==> src/rtl/div_iter_pkg.sv <==
// div_iter_pkg: shared state encodings and sizing constants for the iterative divider
package div_iter_pkg;
    localparam int DIV_WIDTH = 32;
    localparam int DIV_ITERS = DIV_WIDTH;
    typedef enum logic [1:0] {
        DIV_IDLE = 2'd0,
        DIV_BUSY = 2'd1,
        DIV_DONE = 2'd2
    } div_state_e;
endpackage

==> src/rtl/div_iter_sign_fix.sv <==
// div_sign_fix: operand magnitudes on entry and signed correction of quotient/remainder on exit
module div_sign_fix #(
    parameter int WIDTH = 32
) (
    input  logic             signed_op,
    input  logic [WIDTH-1:0] src_a,
    input  logic [WIDTH-1:0] src_b,
    input  logic [WIDTH-1:0] quo,
    input  logic [WIDTH-1:0] rem,
    input  logic             neg_q,
    input  logic             neg_r,
    output logic             a_neg,
    output logic             b_neg,
    output logic [WIDTH-1:0] abs_a,
    output logic [WIDTH-1:0] abs_b,
    output logic [WIDTH-1:0] res_lo,
    output logic [WIDTH-1:0] res_hi
);
    // Two's complement negation wraps 0x8000_0000 onto itself, which gives the required overflow result
    always_comb begin
        a_neg  = signed_op & src_a[WIDTH-1];
        b_neg  = signed_op & src_b[WIDTH-1];
        abs_a  = a_neg ? -src_a : src_a;
        abs_b  = b_neg ? -src_b : src_b;
        res_lo = neg_q ? -quo : quo;
        res_hi = neg_r ? -rem : rem;
    end
endmodule

==> src/rtl/div_iter.sv <==
// div_iter: radix-2 restoring DIV/DIVU unit with pipeline stall; DIV_ZERO_FAST_EN short-circuits zero divisors
module div_iter
    import div_iter_pkg::*;
#(
    parameter int WIDTH = DIV_WIDTH
) (
    input  logic             clk,
    input  logic             rst,
    input  logic             E_div_start,
    input  logic             E_div_signed,
    input  logic [WIDTH-1:0] E_src_a,
    input  logic [WIDTH-1:0] E_src_b,
    input  logic             M_except,
    output logic             E_div_stall,
    output logic             div_done,
    output logic [WIDTH-1:0] div_hi,
    output logic [WIDTH-1:0] div_lo
);
    localparam int CW = $clog2(WIDTH);

    div_state_e       state_q, state_d;
    logic [CW-1:0]    cnt_q, cnt_d;
    logic [WIDTH-1:0] rem_q, rem_d, quo_q, quo_d, b_q, b_d, hi_q, hi_d, lo_q, lo_d;
    logic             neg_q_q, neg_q_d, neg_r_q, neg_r_d, done_q, done_d;
    logic [WIDTH:0]   rem_sh, diff;
    logic             step_ok;
    logic [WIDTH-1:0] rem_step, quo_step;
    logic             a_neg, b_neg;
    logic [WIDTH-1:0] abs_a, abs_b, res_lo, res_hi;

    div_sign_fix #(.WIDTH(WIDTH)) u_sign_fix (
        .signed_op (E_div_signed),
        .src_a     (E_src_a),
        .src_b     (E_src_b),
        .quo       (quo_step),
        .rem       (rem_step),
        .neg_q     (neg_q_q),
        .neg_r     (neg_r_q),
        .a_neg     (a_neg),
        .b_neg     (b_neg),
        .abs_a     (abs_a),
        .abs_b     (abs_b),
        .res_lo    (res_lo),
        .res_hi    (res_hi)
    );

    assign E_div_stall = E_div_start & ~M_except & (state_q != DIV_DONE);
    assign div_done    = done_q;
    assign div_hi      = hi_q;
    assign div_lo      = lo_q;

    // One restoring step: shift the next dividend bit in, keep the subtraction only if it did not borrow
    always_comb begin
        rem_sh   = {rem_q, quo_q[WIDTH-1]};
        diff     = rem_sh - {1'b0, b_q};
        step_ok  = ~diff[WIDTH];
        rem_step = step_ok ? diff[WIDTH-1:0] : rem_sh[WIDTH-1:0];
        quo_step = {quo_q[WIDTH-2:0], step_ok};
    end

    // Next-state and datapath selection; a zero divisor naturally yields all-ones quotient and |a| remainder
    always_comb begin
        state_d = state_q;
        cnt_d   = cnt_q;
        rem_d   = rem_q;
        quo_d   = quo_q;
        b_d     = b_q;
        neg_q_d = neg_q_q;
        neg_r_d = neg_r_q;
        hi_d    = hi_q;
        lo_d    = lo_q;
        done_d  = 1'b0;
        if (M_except) begin
            state_d = DIV_IDLE;
            cnt_d   = '0;
        end else begin
            case (state_q)
                DIV_IDLE: begin
                    if (E_div_start) begin
                        quo_d   = abs_a;
                        b_d     = abs_b;
                        rem_d   = '0;
                        cnt_d   = '0;
                        neg_q_d = a_neg ^ b_neg;
                        neg_r_d = a_neg;
`ifdef DIV_ZERO_FAST_EN
                        if (E_src_b == '0) begin
                            state_d = DIV_DONE;
                            done_d  = 1'b1;
                            hi_d    = E_src_a;
                            lo_d    = a_neg ? {{(WIDTH-1){1'b0}}, 1'b1} : '1;
                        end else begin
                            state_d = DIV_BUSY;
                        end
`else
                        state_d = DIV_BUSY;
`endif
                    end
                end
                DIV_BUSY: begin
                    rem_d = rem_step;
                    quo_d = quo_step;
                    cnt_d = cnt_q + CW'(1);
                    if (cnt_q == CW'(WIDTH - 1)) begin
                        state_d = DIV_DONE;
                        done_d  = 1'b1;
                        cnt_d   = '0;
                        hi_d    = res_hi;
                        lo_d    = res_lo;
                    end
                end
                DIV_DONE: state_d = DIV_IDLE;
                default:  state_d = DIV_IDLE;
            endcase
        end
    end

    // State register; reset overrides every other condition
    always_ff @(posedge clk) begin
        if (rst) begin
            state_q <= DIV_IDLE;
            cnt_q   <= '0;
            rem_q   <= '0;
            quo_q   <= '0;
            b_q     <= '0;
            neg_q_q <= 1'b0;
            neg_r_q <= 1'b0;
            hi_q    <= '0;
            lo_q    <= '0;
            done_q  <= 1'b0;
        end else begin
            state_q <= state_d;
            cnt_q   <= cnt_d;
            rem_q   <= rem_d;
            quo_q   <= quo_d;
            b_q     <= b_d;
            neg_q_q <= neg_q_d;
            neg_r_q <= neg_r_d;
            hi_q    <= hi_d;
            lo_q    <= lo_d;
            done_q  <= done_d;
        end
    end
endmodule

==> config.mk <==
export PLATFORM = sky130hd
export DESIGN_NAME = div_iter
export DESIGN_NICKNAME = d
export VERILOG_FILES = /design/src/rtl/div_iter_pkg.sv /design/src/rtl/div_iter_sign_fix.sv /design/src/rtl/div_iter.sv
export SDC_FILE = /design/constraint.sdc
export NUM_CORES = 1
export LEC_CHECK = 0
export BUFFER_PORTS_ARGS = -buffer_cell sky130_fd_sc_hd__buf_2
export CAP_MARGIN = 30
export CELL_PAD_IN_SITES_DETAIL_PLACEMENT = 1
export CELL_PAD_IN_SITES_GLOBAL_PLACEMENT = 2
export CORE_AREA = 2 2 196 198
export CTS_CLUSTER_DIAMETER = 120
export DETAILED_ROUTE_END_ITERATION = 7
export DIE_AREA = 0 0 198 200
export GPL_TIMING_DRIVEN = 0
export PLACE_DENSITY = 0.76
export SYNTH_ARGS = -nofsm -noshare
export SYNTH_HDL_FRONTEND = slang
export SYNTH_SLANG_ARGS = --single-unit
export TNS_END_PERCENT = 10
==> constraint.sdc <==
create_clock -name clk -period 5.8 [get_ports clk]
set_clock_uncertainty 0.15 [all_clocks]
set_input_delay 0.87 -clock clk [delete_from_list [all_inputs] [get_ports clk]]
set_output_delay 0.87 -clock clk [all_outputs]
set_load 0.005 [all_outputs]
==> impl_metrics.ini, run 1 <==
[yosys]
synth-edff-count = 0
synth_compound_area_frac = 0.262
synth.distinct_cells = 75
synth-xor-area-share = 0.0994
synth_top_family_by_area = compound AO/OA/AOI/OAI gates
ys_async_sr_fraction = 0
synth_fa_ha_area_frac = 0.0433
yosys_most_used_dff = dfxtp_1
ys_warn_count = 0
synth_area_sq_mm = 0.0115
synthMuxAreaShare = 0.0280
synth_nets = 1629
synth-seq-cells = 170
synthSimpleGateAreaFrac = 0.220
ys_seq_area_frac = 0.297
syn-instance-count = 1521
synth.avg_cell_area_sq_um = 7.53

[critical_path]
worstSetupEndpointType = flip-flop
critPathTopFamily = simple AND/OR/NAND/NOR gates
r2r_setup_slack_ns = 0.19
reg2reg_from = b_q[17]
max_stage_delay_ns = 0.52
reg2reg_to = div_hi[30]
cpMaxStageDelayCell = or4_4
start_kind = flip-flop
path_cells = inv_1, ha_1, buf_2, a21o_1, a31o_2, a211oi_4, o31ai_4, o21a_4, nor2_4, inv_4, buf_12, buf_12, nand2_1, o21ai_2, inv_1, ha_2, o211ai_1, or4_4, or4_4, mux2_4, or4_4, or4_4, a31oi_1
crit_arrival_ns = 5.83
worstPathBufferInverterCount = 6
worst-path-stages = 23
cpMostUsedCell = or4_4
crit_fanout = 10
path_class = flip-flop to flip-flop
required_ns = 6.02
reg2reg_depth = 23

[cts]
clock-sinks = 170
postCtsHoldBufs = 0
clockRootBuffer = clkbuf_16
h-tree-depth = 4
path_clk_slew_ns = 0.07
clock_latency_ns = 0.45
cts_buffers = 17
tritoncts = built
clk_path_buf_depth = 2

[floorplanning]
die_x_microns = 198
start_util = 0.306
die_area_sq_mm = 0.0396
die_h_microns = 200
rows = 71
coreArea_sq_mm = 0.0374
ios = 135

[detailed_routing]
wl_met3_microns = 1760
finalWirelength_microns = 45300
ant_nets = 0
drt-initial-drc-count = 615
wl_per_cell_microns = 20.4
routed.top_layer = met4
vias = 11875
dr.pass1.iters = 5
drc = 0
wl_met2_microns = 20400
wl_met1_microns = 22300
vias_per_cell = 5.33

[grt]
grt_max_degree = 17
grt_util_all_layers = 0.228
grt_pass1_vias = 11841
grt_pass1_wl_microns = 69100
antenna_found_initial = 1
grt_remaining_overflow = 0

[place]
io_buffers = 133
gp_congestion = 0.870
hpwl_microns = 36600
post-place-cells = 2166

[timing]
hold_viol = 0
clock.fmax_mhz = 178
min_period_over_period = 0.968
finalSetupViolCount = 0
setup_tns_ns = 0
finalCriticalPeriod_ns = 5.61
slew_headroom = 0.268
worstMarginPinSlew_ns = 1.09
drv_slew = 0

[min_path]
worstHoldEndpoint = div_hi[10]
hold_start = div_hi[10]
whs_path_depth = 2
hp-class = flip-flop to flip-flop

[layout]
fin_nets = 1809
areaGrowthSynthToFinish_pct = 21.7
drive_above_1_share = 0.166
mostFrequentLayoutCells = nor2_1 (191), nand2_1 (167), dfxtp_1 (156), buf_2 (137), a21oi_1 (124)
final_common_cell = nor2_1
instances_no_fill = 2226
fin_util = 0.373

[pwr]
power.density_mw_per_mm2 = 231
power_mw = 3.23
peakVddDrop_v = 0.000173
p_leak_nw = 5.42

[run]
maxCapViolations = 0

[status]
status = complete, no violations
==> sequential cells by signal (all words and copies together) (netlist names) <==
name	cells
neg_r_q	1
state_q	2
cnt_q	5
div_lo	32
div_hi	32
div_done	1
rem_q	32
quo_q	32
neg_q_q	1
b_q	32
==> synth_stat cells, types with 23 or more instances <==
library cell  instances  area, sq um
or3_1                23          144
o31ai_1              29          218
dfxtp_1             170         3400
clkbuf_1             73          274
nor2_1              191          717
xnor2_1              60          526
a21oi_1             126          631
nand2_1             169          634
mux2i_1              23          230
ha_1                 38          475
o21ai_0              92          460
inv_1                58          218
a211oi_1             94          706
nor3_1               32          160
xor2_1               70          613
==> final cells by class <==
| cell class | instances | area, sq um |
|---|---|---|
| antenna | 1 | 2.50 |
| buffer | 86 | 397 |
| clock buffer | 20 | 457 |
| clock inverter | 12 | 185 |
| fill | 4659 | 23500 |
| inverter | 59 | 224 |
| multi-input combinational | 1202 | 7710 |
| sequential | 170 | 3420 |
| tap | 511 | 639 |
| timing repair buffer | 165 | 903 |
==> worst reg2reg max path, delay by kind of cell (launching register included) <==
kind	cells	cell delay [ns]
fa+ha+maj	2	0.46
flops	1	0.34
compound gates	8	1.49
mux	1	0.31
buf+inv	6	0.67
simple gates	6	2.10
==> metal layers <==
| layer | GRT usage | vias up |
|---|---|---|
| li1 | - | 5806 |
| met1 | 0.320 | 5782 |
| met2 | 0.370 | 241 |
| met3 | 0.0284 | 46 |
| met4 | 0.0602 | 0 |
| met5 | 0 | - |
==> worst max-delay path by stage <==
stage | startpoint | to
2_1_floorplan | quo_q[31] | div_hi[30]
3_3_place_gp | rem_q[10] | div_hi[28]
3_5_place_dp | rem_q[10] | div_hi[28]
4_1_cts | rem_q[7] | div_hi[30]
5_1_grt | b_q[10] | div_hi[30]
6_report | b_q[17] | div_hi[30]
==> per-stage QoR <==
| stage | setup slack, ns | cell area [sq um] | hold slack (ns) |
|---|---|---|---|
| 2_1_floorplan | 0.00955 | 11500 | 0.286 |
| 3_3_place_gp | -1.13 | 12800 | 0.290 |
| 3_5_place_dp | -1.14 | 12800 | 0.293 |
| 4_1_cts | 0.000570 | 13700 | 0.302 |
| 5_1_grt | -0.0158 | 13900 | 0.327 |
| 6_report | 0.188 | 13900 | 0.303 |
==> kinds of logic (layout without fill, tap and decap cells) <==
group,after synthesis,after routing
AND/OR/NAND/NOR,543,543
flip-flops,170,170
adder cells (fa/ha/maj),39,39
multiplexers,31,31
AO/OA/AOI/OAI,459,459
buffers and inverters,149,342
other,0,1
XOR/XNOR,130,130
==> timing repair <==
action / CTS / global route
setup endpoints to repair: 12 / 8
gates resized for setup: 35 / 34
setup buffers: 11 / 20
pin swaps: 14 / 13
==> power by group <==
part / internal [mW] / total, mW / switching (mW)
clock: 0.753 / 1.30 / 0.542
sequential: 1.20 / 1.23 / 0.0357
combinational: 0.255 / 0.697 / 0.442
Note: power is estimated with default switching activity, not from simulation.
==> inputs of run 2 (changes only) <==
--- a/config.mk
+++ b/config.mk
@@ -6,15 +6,16 @@
 export NUM_CORES = 1
 export LEC_CHECK = 0
 export BUFFER_PORTS_ARGS = -buffer_cell sky130_fd_sc_hd__buf_2
-export CAP_MARGIN = 30
+export CAP_MARGIN = 20
 export CELL_PAD_IN_SITES_DETAIL_PLACEMENT = 1
 export CELL_PAD_IN_SITES_GLOBAL_PLACEMENT = 2
-export CORE_AREA = 2 2 196 198
+export CORE_AREA = 2 2 218 220
 export CTS_CLUSTER_DIAMETER = 120
 export DETAILED_ROUTE_END_ITERATION = 7
-export DIE_AREA = 0 0 198 200
+export DIE_AREA = 0 0 220 222
 export GPL_TIMING_DRIVEN = 0
-export PLACE_DENSITY = 0.76
+export PLACE_DENSITY = 0.64
+export SKIP_LAST_GASP = 1
 export SYNTH_ARGS = -nofsm -noshare
 export SYNTH_HDL_FRONTEND = slang
 export SYNTH_SLANG_ARGS = --single-unit
==> run 2 against run 1 <==
Compared with the run above: maximum frequency is 0.94% lower; clock power is 6% lower; non-clock buffer count is 9 higher.
==> impl_metrics.ini, run 2 (synthesis gave the netlist of run 1 again) <==
[status]
status = complete, no violations

[timing]
setup_tns_ns = 0
finalSetupViolCount = 0
drv_slew = 0
rsz0062_at_grt = true
hold_viol = 0
worstMarginPinSlew_ns = 0.990
clock.fmax_mhz = 177
finalCriticalPeriod_ns = 5.67
min_period_over_period = 0.977
slew_headroom = 0.335

[cts]
h-tree-depth = 4
clk_path_buf_depth = 2
clock-sinks = 170
clock_latency_ns = 0.46
cts_buffers = 17
path_clk_slew_ns = 0.07
tritoncts = built
clockRootBuffer = clkbuf_16

[detailed_routing]
wl_per_cell_microns = 20.5
drc = 0
dr.pass1.iters = 5
vias = 11741
drt-initial-drc-count = 598
finalWirelength_microns = 47900
vias_per_cell = 5.04
ant_nets = 0

[layout]
instances_no_fill = 2331
mostFrequentLayoutCells = nor2_1 (191), nand2_1 (167), dfxtp_1 (159), buf_2 (137), a21oi_1 (123)
fin_nets = 1818
drive_above_1_share = 0.168
final_common_cell = nor2_1
areaGrowthSynthToFinish_pct = 22.8

[floorplanning]
die_x_microns = 220
die_h_microns = 222
die_area_sq_mm = 0.0488
start_util = 0.248
ios = 135
coreArea_sq_mm = 0.0463
rows = 79

[grt]
grt_pass1_vias = 12158
grt_pass1_wl_microns = 73600
grt_max_degree = 20
antenna_found_initial = 1
grt_remaining_overflow = 0
grt_util_all_layers = 0.198

[pwr]
power.density_mw_per_mm2 = 224
peakVddDrop_v = 0.000169
p_leak_nw = 5.43

[critical_path]
reg2reg_from = rem_q[11]
path_class = flip-flop to flip-flop
crit_arrival_ns = 5.89
worstSetupEndpointType = flip-flop
crit_fanout = 8
required_ns = 6.02
cp-startpoint = rem_q[11]
start_kind = flip-flop

[min_path]
hold_start = div_hi[18]
hp-class = flip-flop to flip-flop

[run]
maxCapViolations = 0

[place]
io_buffers = 133
gp_congestion = 0.821
post-place-cells = 2262
hpwl_microns = 39200
[run 2: final timing paths]
path | end | slack [ns] | depth (start not counted)
setup / recovery | div_hi[30] | 0.13 | 22
hold / removal | div_hi[18] | 0.30 | 2
setup reg to reg | div_hi[30] | 0.13 | 22
hold reg to reg | div_hi[18] | 0.30 | 2
[run 2: cell type report]
class                           count  area [sq um]
Antenna cell                        1          2.50
Buffer                             86           397
Clock buffer                       17           425
Clock inverter                     15           180
Fill cell                        5697         32200
Inverter                           59           224
Multi-Input combinational cell   1202          7690
Sequential cell                   170          3420
Tap cell                          607           759
Timing Repair Buffer              174           971
[run 2: worst max-delay path, stage by stage, from the launching register on]
cell and delay, ns:
dfxtp_1 0.38, ha_1 0.33, buf_6 0.12, nand4_4 0.11
a2111oi_4 0.38, o21ai_4 0.14, a2111oi_4 0.39, buf_4 0.17
o21a_4 0.14, nor2_4 0.05, inv_4 0.08, buf_12 0.12
buf_12 0.13, nor2_1 0.05, a21oi_2 0.17, ha_4 0.17
o211ai_1 0.08, or4_4 0.50, or4_4 0.43, mux2_4 0.31
or4_4 0.57, or4_4 0.42, a31oi_1 0.17
[run 2: layer usage]
layer / track usage / vias to the layer above / wire [microns]
li1: - / 5837 / -
met1: 0.283 / 5709 / 24000
met2: 0.317 / 168 / 21900
met3: 0.0203 / 27 / 1350
met4: 0.0457 / 0 / 627
met5: 0 / - / 0
[run 2: power by group]
group | switching (mW) | internal, mW
clock network | 0.565 | 0.654
logic | 0.441 | 0.259
registers | 0.0383 | 1.20
total | 1.04 | 2.11
[run 2: timing repair]
action / CTS / global route
pin swaps: 14 / 12
hold buffers: 0 / 0
setup endpoints to repair: 12 / 9
setup buffers: 18 / 22
resized for setup: 48 / 16
[run 2: through the flow]
stage / utilization / hold WS (ns) / setup WS, ns / total power, mW / cell area [sq um]
3_5_place_dp: 0.279 / 0.296 / -1.19 / 1.91 / 12900
5_1_grt: 0.304 / 0.327 / -0.0555 / 3.31 / 14100
6_report: 0.304 / 0.302 / 0.134 / 3.15 / 14100
3_3_place_gp: 0.279 / 0.291 / -1.21 / 1.91 / 12900
2_1_floorplan: - / 0.286 / 0.00955 / 1.68 / 11500
4_1_cts: 0.299 / 0.304 / 0.0146 / 3.18 / 13800
==> inputs of run 3 (changes only) <==
--- a/config.mk
+++ b/config.mk
@@ -14,6 +14,7 @@
 export DETAILED_ROUTE_END_ITERATION = 7
 export DIE_AREA = 0 0 220 222
 export GPL_TIMING_DRIVEN = 0
+export MAX_ROUTING_LAYER = met4
 export PLACE_DENSITY = 0.64
 export SKIP_LAST_GASP = 1
 export SYNTH_ARGS = -nofsm -noshare
==> run 3 against run 2 <==
Compared with the run above: maximum frequency is essentially flat; cell count is essentially flat; global-route usage grew 0.59 points; first-iteration DRC count shrank 5.5%; sequential share of layout area is essentially flat; flip-flop and latch count is the same; total power is essentially flat; worst hold slack is essentially flat; non-clock buffer count grew 1; highest routed layer unchanged.
==> impl_metrics.ini, run 3 (synthesis gave the netlist of run 1 again) <==
[timing]
hold_viol = 0
timing.hold.ws_ns = 0.302
min_period_over_period = 0.976
slew_headroom = 0.318
worstMarginPinSlew_ns = 1.02
rsz0062_at_grt = true
worst_slack_ns = 0.137
clock.fmax_mhz = 177
drv_slew = 0
finalCriticalPeriod_ns = 5.66
finalSetupViolCount = 0

[detailed_routing]
ant_nets = 0
drc = 0
vias = 11709
vias_per_cell = 5.02
wl_per_cell_microns = 20.5
finalWirelength_microns = 47800
dr.pass1.iters = 4
drt-initial-drc-count = 565

[cts]
cts_buffers = 17
clock-sinks = 170
clockRootBuffer = clkbuf_16
path_clk_slew_ns = 0.07
clock_latency_ns = 0.46
tritoncts = built
h-tree-depth = 4
postCtsHoldBufs = 0
clk_path_buf_depth = 2

[layout]
multi_input_area_sq_mm = 0.00769
final_common_cell = nor2_1
areaGrowthSynthToFinish_pct = 22.8
instances_no_fill = 2332
regArea_sq_mm = 0.00342
mostFrequentLayoutCells = nor2_1 (191), nand2_1 (167), dfxtp_1 (159), buf_2 (137), a21oi_1 (123)
fin_nets = 1819
drive_above_1_share = 0.169
fillers = 5697

[run]
maxCapViolations = 0

[critical_path]
reg2reg_from = rem_q[11]
reg2reg_depth = 22
path_cells = ha_1, buf_6, nand4_4, a2111oi_4, o21ai_4, a2111oi_4, buf_4, o21a_4, nor2_4, inv_4, buf_12, buf_12, nor2_1, a21oi_2, ha_4, o211ai_1, or4_4, or4_4, mux2_4, or4_4, or4_4, a31oi_1
cp-startpoint = rem_q[11]
required_ns = 6.02
start_kind = flip-flop
r2r_setup_slack_ns = 0.14
crit_fanout = 8
crit_arrival_ns = 5.89
cpMaxStageDelayCell = or4_4
worstSetupEndpointType = flip-flop
cp-endpoint = div_hi[30]
cpMostUsedCell = or4_4
reg2reg_to = div_hi[30]
path_class = flip-flop to flip-flop
max_stage_delay_ns = 0.57

[floorplanning]
coreArea_sq_mm = 0.0463
start_util = 0.248
ios = 135
die_h_microns = 222
rows = 79
die_x_microns = 220
die_area_sq_mm = 0.0488

[pwr]
peakVddDrop_v = 0.000181
p_leak_nw = 5.43
power_mw = 3.16
power.density_mw_per_mm2 = 224

[place]
io_buffers = 133
hpwl_microns = 39200
post-place-ws_ns = -1.19
gp_congestion = 0.833
post-place-cells = 2262

[grt]
grt_pass1_wl_microns = 73600
grt_pass1_vias = 12145
grt_util_all_layers = 0.204
grt_remaining_overflow = 0
grt_max_degree = 20
antenna_found_initial = 1

[min_path]
hp-class = flip-flop to flip-flop
whs_path_depth = 2

[status]
status = complete, no violations
==> run 3: changes by cell type in the layout (fill, tap and decap cells not counted), sizes merged <==
cell / change
buf: +1
==> run 3: area by class of cell <==
class                      count  area share
multi-input combinational   1202       0.546
buffer                        86      0.0282
clock inverter                15      0.0128
sequential                   170       0.243
inverter                      59      0.0159
tap                          607      0.0540
clock buffer                  17      0.0302
timing repair buffer         175      0.0695
antenna                        1    0.000178
==> run 3: report_power, final <==
group	total [mW]	switching, mW	internal, mW
clock	1.22	0.564	0.653
sequential	1.24	0.0384	1.20
combinational	0.701	0.442	0.259
==> run 3: routing by layer <==
metal	GRT usage	up-vias	wire (microns)
met4	0.0455	0	642
met2	0.317	156	21900
met5	-	-	0
li1	-	5833	-
met1	0.284	5686	24200
met3	0.0187	34	1120
==> run 3: stage by stage <==
step / instance area (sq um) / TNS (ns) / util
floorplan: 11500 / 0 / -
global placement: 12900 / -9.84 / 0.279
detailed placement: 12900 / -9.86 / 0.279
CTS: 13800 / 0 / 0.299
global route: 14100 / -0.0552 / 0.304
finish: 14100 / 0 / 0.304
==> run 3: how the worst min path moves through the flow <==
stage          startpoint  slack, ns    endpoint
2_1_floorplan    cnt_q[3]       0.29    cnt_q[3]
3_3_place_gp   div_hi[18]       0.29  div_hi[18]
3_5_place_dp   div_hi[11]       0.30  div_hi[11]
4_1_cts        div_lo[29]       0.30  div_lo[29]
5_1_grt        div_hi[18]       0.33  div_hi[18]
6_report       div_hi[18]       0.30  div_hi[18]
==> run 3: repair_timing <==
| item | CTS | global route |
|---|---|---|
| gates resized for setup | 48 | 16 |
| endpoints found under the setup margin | 12 | 9 |
| pin swaps | 14 | 12 |
| buffers inserted | 18 | 23 |
==> run 3: critical path, delay by kind of cell (launching register included) <==
kind	cells	cell delay, ns
AOI/OAI and AO/OA	7	1.48
muxes	1	0.31
buffers and inverters	5	0.61
DFF	1	0.38
adders and majority gates	2	0.50
and+or+nand+nor	7	2.13
